**src/rtl/a429_rx_pkg.sv**
```systemverilog
// Shared ARINC429 definitions: line encodings, half-bit timing, RX states and
// the FIFO-word <-> line-bit-order mapping used by both the TX and RX paths.
package a429_rx_pkg;

    localparam logic [1:0] AB_1 = 2'b10;
    localparam logic [1:0] AB_0 = 2'b01;
    localparam logic [1:0] AB_N = 2'b00;

    typedef enum logic [2:0] {
        RX_SYNC,
        RX_IDLE,
        RX_ACT,
        RX_NUL,
        RX_WORD
    } rx_state_t;

    // Half-bit cycle count at 100 kbps.
    function automatic int hb_of(input int clock_khz);
        return clock_khz * 10 / 1000 / 2;
    endfunction

    function automatic int calc_cw(input int max_val);
        int w;
        w = 1;
        while ((1 << w) <= max_val) w++;
        return w;
    endfunction

    // Line bits (b[0] first on the wire) to FIFO word; bit 8 flags bad parity.
    function automatic logic [31:0] bits_to_fifo(input logic [31:0] b);
        logic [31:0] d;
        for (int k = 0; k < 8; k++) d[7-k] = b[k];
        d[31:11] = b[28:8];
        d[10]    = b[30];
        d[9]     = b[29];
        d[8]     = ~^b;
        return d;
    endfunction

    // FIFO word to line bits with odd parity generated in bit 31.
    function automatic logic [31:0] fifo_to_bits(input logic [31:0] d);
        logic [31:0] b;
        for (int k = 0; k < 8; k++) b[k] = d[7-k];
        b[28:8] = d[31:11];
        b[29]   = d[9];
        b[30]   = d[10];
        b[31]   = ~^b[30:0];
        return b;
    endfunction

endpackage

```
**src/rtl/a429_rx_sync.sv**
```systemverilog
// Two-flop synchroniser for the asynchronous A/B line plus HI/LO/NULL/illegal
// decode of the synchronised state.
module a429_rx_sync
    import a429_rx_pkg::*;
(
    input  logic       clk_i,
    input  logic       rst_i,
    input  logic [1:0] rx_10,
    output logic       is_hi,
    output logic       is_lo,
    output logic       is_null,
    output logic       is_ill
);

    logic [1:0] meta;
    logic [1:0] line;

    // NOTE: flops are written with <= so every stage samples the pre-edge value;
    // blocking assignments here would collapse the two stages into one.
    always_ff @(posedge clk_i) begin
        if (!rst_i) begin
            meta <= AB_N;
            line <= AB_N;
        end else begin
            meta <= rx_10;
            line <= meta;
        end
    end

    assign is_hi   = (line == AB_1);
    assign is_lo   = (line == AB_0);
    assign is_null = (line == AB_N);
    assign is_ill  = (line == 2'b11);

endmodule

```
**src/rtl/a429_rx.sv**
```systemverilog
// ARINC429 receiver: qualifies bit cells and gaps on the synchronised line,
// reassembles 32-bit words and writes them into the RX FIFO.
module a429_rx
    import a429_rx_pkg::*;
#(
    parameter int CLOCK_KHZ = 100000
) (
    input  logic        clk_i,
    input  logic        rst_i,
    input  logic        rx_ena,
    input  logic        hi_spd,
    input  logic [1:0]  rx_10,
    output logic        rf_wr,
    output logic [31:0] rf_di,
    input  logic        rf_ff,
    output logic        err_o,
    output logic        ovf_o
);

    localparam int            HB      = hb_of(CLOCK_KHZ);
    localparam int            CW      = calc_cw(16 * HB);
    localparam logic [CW-1:0] HB_C    = CW'(HB);
    localparam logic [CW-1:0] HB8_C   = CW'(8 * HB);
    localparam logic [CW-1:0] CNT_MAX = '1;

    function automatic logic [CW-1:0] sat_inc(input logic [CW-1:0] v);
        return (v == CNT_MAX) ? v : v + CW'(1);
    endfunction

    rx_state_t     state, state_n;
    logic          is_hi, is_lo, is_null, is_ill, is_act;
    logic          spd, level_hi;
    logic [CW-1:0] null_cnt, act_cnt, hbc, two_hbc;
    logic [4:0]    b_num;
    logic [31:0]   bits, word_bits;
    logic          act_err, nul_trunc;

    a429_rx_sync u_sync (
        .clk_i   (clk_i),
        .rst_i   (rst_i),
        .rx_10   (rx_10),
        .is_hi   (is_hi),
        .is_lo   (is_lo),
        .is_null (is_null),
        .is_ill  (is_ill)
    );

    assign is_act    = is_hi | is_lo;
    assign hbc       = spd ? HB_C : HB8_C;
    assign two_hbc   = {hbc[CW-2:0], 1'b0};
    assign word_bits = {level_hi, bits[30:0]};

    // Polarity flip, illegal code, over-long cell, or a pulse too short to be a bit.
    assign act_err   = is_ill
                     | (is_act & (is_hi != level_hi))
                     | (is_act & (act_cnt >= two_hbc))
                     | (is_null & (act_cnt < (hbc >> 1)));
    assign nul_trunc = is_null & (null_cnt >= two_hbc);

    always_ff @(posedge clk_i) begin
        if (!rst_i) begin
            state    <= RX_SYNC;
            spd      <= 1'b1;
            level_hi <= 1'b0;
            null_cnt <= '0;
            act_cnt  <= '0;
            b_num    <= '0;
            rf_di    <= '0;
        end else begin
            state <= state_n;
            if (state == RX_SYNC || state == RX_IDLE) spd <= hi_spd;
            if (state_n == RX_ACT && state != RX_ACT) level_hi <= is_hi;

            if (state_n == RX_NUL && state != RX_NUL)
                null_cnt <= CW'(1);
            else if ((state == RX_SYNC && state_n == RX_SYNC && is_null && rx_ena) ||
                     (state == RX_NUL && state_n == RX_NUL))
                null_cnt <= sat_inc(null_cnt);
            else
                null_cnt <= '0;

            if (state_n == RX_ACT && state != RX_ACT) act_cnt <= CW'(1);
            else if (state == RX_ACT && state_n == RX_ACT) act_cnt <= sat_inc(act_cnt);
            else act_cnt <= '0;

            if (state == RX_ACT && state_n == RX_NUL) b_num <= b_num + 5'd1;
            else if (state != RX_ACT && state != RX_NUL) b_num <= '0;

            if (state == RX_ACT && state_n == RX_WORD) rf_di <= bits_to_fifo(word_bits);
        end
    end

    // NOTE: the bit buffer is pure data qualified by b_num, so it carries no reset.
    always_ff @(posedge clk_i) begin
        if (state == RX_ACT && (state_n == RX_NUL || state_n == RX_WORD))
            bits[b_num] <= level_hi;
    end

    // NOTE: state_n defaults to the current state so every path assigns it and no latch forms.
    always_comb begin
        state_n = state;
        if (!rx_ena) begin
            state_n = RX_SYNC;
        end else begin
            case (state)
                RX_SYNC: if (is_null && null_cnt >= two_hbc - CW'(1)) state_n = RX_IDLE;
                RX_IDLE: begin
                    if (is_act) state_n = RX_ACT;
                    else if (is_ill) state_n = RX_SYNC;
                end
                RX_ACT: begin
                    if (act_err) state_n = RX_SYNC;
                    else if (is_null) state_n = (b_num == 5'd31) ? RX_WORD : RX_NUL;
                end
                RX_NUL: begin
                    if (is_ill) state_n = RX_SYNC;
                    else if (nul_trunc) state_n = RX_IDLE;
                    else if (is_act) state_n = RX_ACT;
                end
                RX_WORD: state_n = RX_SYNC;
                default: state_n = RX_SYNC;
            endcase
        end
    end

    always_comb begin
        rf_wr = rx_ena & (state == RX_WORD) & ~rf_ff;
        ovf_o = rx_ena & (state == RX_WORD) & rf_ff;
        err_o = rx_ena & (((state == RX_IDLE) & is_ill) |
                          ((state == RX_ACT) & act_err) |
                          ((state == RX_NUL) & (is_ill | nul_trunc)));
    end

endmodule
```
**config.mk**
```make
export PLATFORM = sky130hd
export DESIGN_NAME = a429_rx
export DESIGN_NICKNAME = d
export VERILOG_FILES = /design/src/rtl/a429_rx_pkg.sv /design/src/rtl/a429_rx_sync.sv /design/src/rtl/a429_rx.sv
export SDC_FILE = /design/constraint.sdc
export NUM_CORES = 1
export LEC_CHECK = 0
export CAP_MARGIN = 40
export CORE_ASPECT_RATIO = 1.2
export CORE_UTILIZATION = 23
export DETAILED_ROUTE_END_ITERATION = 7
export PLACE_DENSITY = 0.44
export SLEW_MARGIN = 20
export SYNTH_ARGS = -nofsm -noshare
export SYNTH_HDL_FRONTEND = slang
export SYNTH_SLANG_ARGS = --single-unit
```
**constraint.sdc**
```tcl
create_clock -name clk_i -period 3.3 [get_ports clk_i]
set_clock_uncertainty 0.05 [all_clocks]
set_input_delay 0.33 -clock clk_i [delete_from_list [all_inputs] [get_ports clk_i]]
set_output_delay 0.33 -clock clk_i [all_outputs]
set_load 0.02 [all_outputs]
```
Word-level counts from Yosys, hierarchy flattened:

Index checks and enable logic that the tools add are counted.

* bits in registers: 104
* input port bits: 7
* output and inout port bits: 35

* add/subtract/negate cells: 4
* order comparisons: 6
* equality and inequality tests: 18
* muxes and demuxes: 23
* bitwise logic cells: 22
* reduce and logical (&&, ||, !) cells: 23

Operators with widths (number)
* $ge 13x13->1: 3
* $bwmux 32: 1
* $reduce_xnor 32->1: 1
* $mux 3: 10
* $add 13x1->13 const B: 2
* $eq 13x13->1 const B: 2
* $logic_and 1x1->1: 13
* $lt 13x11->1: 1
* $sub 13x1->13 const B: 1
* $eq 3x2->1 const B: 4
* $mux 12: 1
* $pmux 3 s4: 1
* $and 1x1->1: 11
* $mux 5: 2
* $mux 1: 7
* $or 1x1->1: 7
* $eq 3x3->1 const B: 2
* $logic_not 3->1: 2
* $lt 5x6->1 const B: 1
* $ne 3x2->1 const B: 2
* $ne 3x3->1 const B: 2
* $reduce_or 3->1: 2
* $add 5x1->5 const B: 1
* $demux 1 s5: 1
* 10 further kinds: 16

Logic depth before layout (Yosys ltp):

* word-level depth: 16
* mapped depth: 11

Modules after synthesis:

Synthesis repeated with hierarchy kept, for this count alone.

* cell total of the unflattened synthesis: 554
* area, all modules: 5295.1 µm²

Modules (own cells, without submodules)
* a429_rx: instances 1, cells each 542, area an instance 5163.7 µm², sequential area each 2292.2 µm²
* a429_rx_sync: instances 1, cells each 12, area an instance 131.4 µm², sequential area each 80.1 µm²

Least setup slack after synthesis:

No wires, ideal clock.

* path type: flip-flop to output port
* start point: register spd
* end point: output err_o
* arrival: 2.732 ns
* required time: 2.920 ns
* slack: 0.188 ns
* stages on the path, launching flop included: 9
* path buffers: 0
* path through: dfxtp_1 > inv_1 > ha_1 > and3b_1 > o2111ai_1 > a221oi_1 > or2_2 > a21oi_1 > nor4_1

* word-level cells in the longest chain between the ends: 9
* elaborated cells on any way between the ends: 15
* those cells by class: 3 x order compare; 1 x mux; 11 x bitwise

Ends and longest elaborated chain
* start: declaration: RTL line a429_rx.sv:32 `logic spd, level_hi;`
* start signal: assignment: RTL line a429_rx.sv:71 `if (state == RX_SYNC || state == RX_IDLE) spd <= hi_spd;`
* $mux 12 *: RTL line a429_rx.sv:49 `assign hbc = spd ? HB_C : HB8_C;`
* $ge 13x13->1: RTL line a429_rx.sv:56 `| (is_act & (act_cnt >= two_hbc))`
* $and 1x1->1: RTL line a429_rx.sv:56
* $or 1x1->1: RTL line a429_rx.sv:56
* $or 1x1->1: RTL line a429_rx.sv:57 `| (is_null & (act_cnt < (hbc >> 1)));`
* $and 1x1->1: RTL line a429_rx.sv:130 `((state == RX_ACT) & act_err) |`
* $or 1x1->1: RTL line a429_rx.sv:129 `err_o = rx_ena & (((state == RX_IDLE) & is_ill) |`
* $or 1x1->1 *: RTL line a429_rx.sv:130
* $and 1x1->1 *: RTL line a429_rx.sv:129
* end: declaration: RTL line a429_rx.sv:16 `output logic err_o,`

Mark *: on every way between the ends. The rest lies on a longest branch, timed or not.

Worst setup path after layout:

Same ends and word-level chain as after synthesis.

==> impl_metrics.json <==
{
  "synth.top_cells.by_area": "sky130_fd_sc_hd__dfxtp_1 28%, sky130_fd_sc_hd__edfxtp_1 18%, sky130_fd_sc_hd__ha_1 7.2%",
  "n_fill_cell": 2291,
  "synth_largest_type_area_fraction_pct": 27.8,
  "synth_cell_types": 51,
  "fin_cells": 848,
  "die-height_um": 166,
  "clock_latency_ns": 0.35,
  "cpMaxStageDelayCell": "sky130_fd_sc_hd__dfxtp_1",
  "largest_area_contributor_in_the_synthesized_netlist": "sky130_fd_sc_hd__dfxtp_1",
  "synth_area_mm2": 0.00518,
  "yosys_warnings": 0,
  "routed-via-count": 3771,
  "whs_ns": 0.394,
  "tritoncts_clock_tree": "yes",
  "grt_setup_unrepaired": "true",
  "grt_pass1_vias": 3791,
  "async_reset_ff_share_pct": 0,
  "grt_max_degree": 35,
  "placement.setup.worst_slack_ns": 0.161,
  "post_synth_inst_count": 525,
  "outcome": "completed",
  "final.setup.tns_ns": 0,
  "slew-limit-headroom_pct": 59.6,
  "critPathMaxFanout": 7,
  "drive_above_1_share_pct": 6.45,
  "fin_crit_ns": 3.08,
  "cts_htree_levels": 3,
  "most_common_cell_after_layout_fill_and_taps_aside": "sky130_fd_sc_hd__dfxtp_1",
  "worst_ep_required_time_ns": 2.92,
  "num_rows": 59,
  "layout_common_cells": "72 x sky130_fd_sc_hd__dfxtp_1, 60 x sky130_fd_sc_hd__nor2_1, 40 x sky130_fd_sc_hd__clkdlybuf4s50_1, 35 x sky130_fd_sc_hd__mux2i_1, 35 x sky130_fd_sc_hd__nor2b_1",
  "finalSetupViolCount": 0,
  "crit_end_category": "output port",
  "finish.net_count": 606,
  "ys_seq_area_share_pct": 45.8,
  "holdCritStartpoint": "u_sync.meta[1]$_SDFF_PN0_",
  "postLayoutSetupSlackWorst_ns": 0.217,
  "yosys_register_bits": 103,
  "number_of_antenna_violations_at_the_first_check_in_global_routing": 0,
  "worst_ep_arrival_time_ns": 2.70,
  "route.detailed.vias_per_inst": 4.45,
  "grt_first_pass_wirelength_um": 19200,
  "timing.critical_path.slowest_cell_delay_ns": 0.35,
  "critical_path.cell_chain": "inv_1 -> ha_1 -> a31o_2 -> a211oi_1 -> a221oi_2 -> or2_2 -> a21oi_1 -> nor4_2 -> dlygate4sd2_1",
  "drt_wl_total_um": 11400,
  "gp_congestion": 0.867,
  "hpwlAfterDp_um": 8470,
  "ctsRootBufferMaster": "sky130_fd_sc_hd__clkbuf_16",
  "synth_area_per_cell_um2": 9.87,
  "power_leakage_nw": 2.01,
  "clk_transition_reported_paths_ns": 0.07,
  "area_used_by_multi_input_combinational_logic_mm2": 0.00265,
  "vdd_drop_max_v": 0.000241,
  "detail-route-antenna-nets": 0,
  "worst-slew-pin-transition_ns": 0.598,
  "synth_enable_flop_cells": 31,
  "ys_dominant_reg_cell": "sky130_fd_sc_hd__dfxtp_1",
  "regToRegEndpoint": "bits[17]$_DFFE_PP_",
  "drt_iter0_drcs": 210,
  "power_per_unit_of_standard_cell_area_mw_per_mm2": 387,
  "whs_endpoint": "u_sync.line[1]$_SDFF_PN0_",
  "io_pins": 42,
  "rrSetupSlack_ns": 0.25,
  "period_share_pct": 93.4,
  "r2r_start": "spd$_SDFFE_PN1P_",
  "hold_depth": 1,
  "cts_num_sinks": 103,
  "min_path_type": "reg -> reg",
  "report.final.slew_viol_count": 0,
  "post-place-cells": 831,
  "core_area_mm2": 0.0219,
  "antenna_cells": 0,
  "critical_path.startpoint_type": "register",
  "hold_violations": 0,
  "synthesis.nets": 562,
  "fmaxAchievable_ghz": 0.324,
  "starting_density_of_the_core_pct": 23.6,
  "synthToLayoutAreaGrowth_pct": 20.3,
  "floorplan.die_area_mm2": 0.0231,
  "globalRoute.totalOverflow": 0,
  "route.detailed.drc": 0,
  "postLayoutCoreUtil_pct": 28.4,
  "track_usage_pct": 10.4,
  "wl_per_cell_um": 13.5,
  "cts_inserted_buffers": 9,
  "x_dimension_of_the_die_um": 139,
  "cap_viol_max_count": 0,
  "place.port_buffers": 41,
  "timing.setup.critical_path_class": "reg -> out",
  "worstRegToRegCells": 9,
  "clockBufferDepth": 2,
  "area.sequential_mm2": 0.00237,
  "drt_pass1_iterations": 6
}
-- metal layers --
layer,up-vias,wire length [µm],global-route usage (%)
li1,1915,-,-
met1,1773,5230,12.6
met2,67,5620,17.8
met3,16,335,2.42
met4,0,238,3.91
met5,-,0,0
-- stage by stage --
step | cell area (µm²) | power (mW)
6_report | 6230 | 2.41
5_1_grt | 6230 | 2.51
4_1_cts | 6210 | 2.46
3_5_place_dp | 5930 | 1.41
3_3_place_gp | 5930 | 1.41
2_1_floorplan | 5180 | 1.38
-- cell usage after synthesis, drive strengths merged (4+ instances only) --
library cell and instances:
nor2 60, xor2 16, nor4b 5, ha 30
inv 16, a31oi 4, and3 10, and2 9
buf 11, xnor2 33, nand2b 4, nand2 34
a21oi 8, nand3 27, mux2i 35, nand4 10
o21ai 10, dfxtp 72, clkbuf 10, edfxtp 31
nor2b 35, nor3 16
-- registers in the layout, indices dropped and copies added, names as in the netlist --
signal	cells
act_cnt	13
level_hi	1
rf_di	32
u_sync.meta	2
bits	31
b_num	5
spd	1
u_sync.line	2
state	3
null_cnt	13
-- logic make-up (layout without fill, tap and decap cells) --
group	count (synthesis)	in the layout	share of synthesized area, %
compound gates	45	45	6.04
xor+xnor	49	49	8.28
fa+ha+maj	30	30	7.24
buf+inv	37	86	3.31
flops	103	103	45.8
mux	35	35	6.76
simple gates	226	226	22.6
-- worst max-delay path, delay by kind of cell, from the launching register on --
kind / cells / cell delay (ns)
simple gates: 2 / 0.40
fa+ha+maj: 1 / 0.34
compound gates: 4 / 0.79
buf+inv: 2 / 0.48
flops: 1 / 0.35
-- repair_timing --
action | in CTS | in global routing
setup endpoints to repair | 1 | 2
buffers inserted | 0 | 0
endpoints found under the hold margin | 0 | 0
resized for setup | 1 | 2
hold buffers | 0 | 0
-- worst max-delay path by stage --
stage                     cells after the start             start                   endpoint  slack [ns]
final                                         9  spd$_SDFFE_PN1P_                      err_o        0.22
after global routing                          9  spd$_SDFFE_PN1P_          bits[1]$_DFFE_PP_      -0.009
after CTS                                     9  spd$_SDFFE_PN1P_                      err_o        0.12
after detailed placement                     10  spd$_SDFFE_PN1P_  null_cnt[10]$_SDFFE_PP0P_        0.16
after global placement                        9  spd$_SDFFE_PN1P_                      err_o        0.25
after floorplan                               8  spd$_SDFFE_PN1P_                      err_o        0.19
-- layout make-up --
type | count | area share (%)
clock buffers | 11 | 3.89
clock inverters | 5 | 0.683
inverters | 16 | 0.964
multi-input cells | 385 | 42.6
flip-flops and latches | 103 | 38.1
well taps | 274 | 5.50
repair buffers | 54 | 8.33
-- power breakdown --
group	internal, mW	total (mW)	leakage, nW	switching (mW)
sequential	1.30	1.30	0.794	0.00276
combinational	0.0352	0.0779	1.07	0.0427
clock	0.542	1.03	0.138	0.492
No activity file was read; power rests on OpenSTA's default activity.
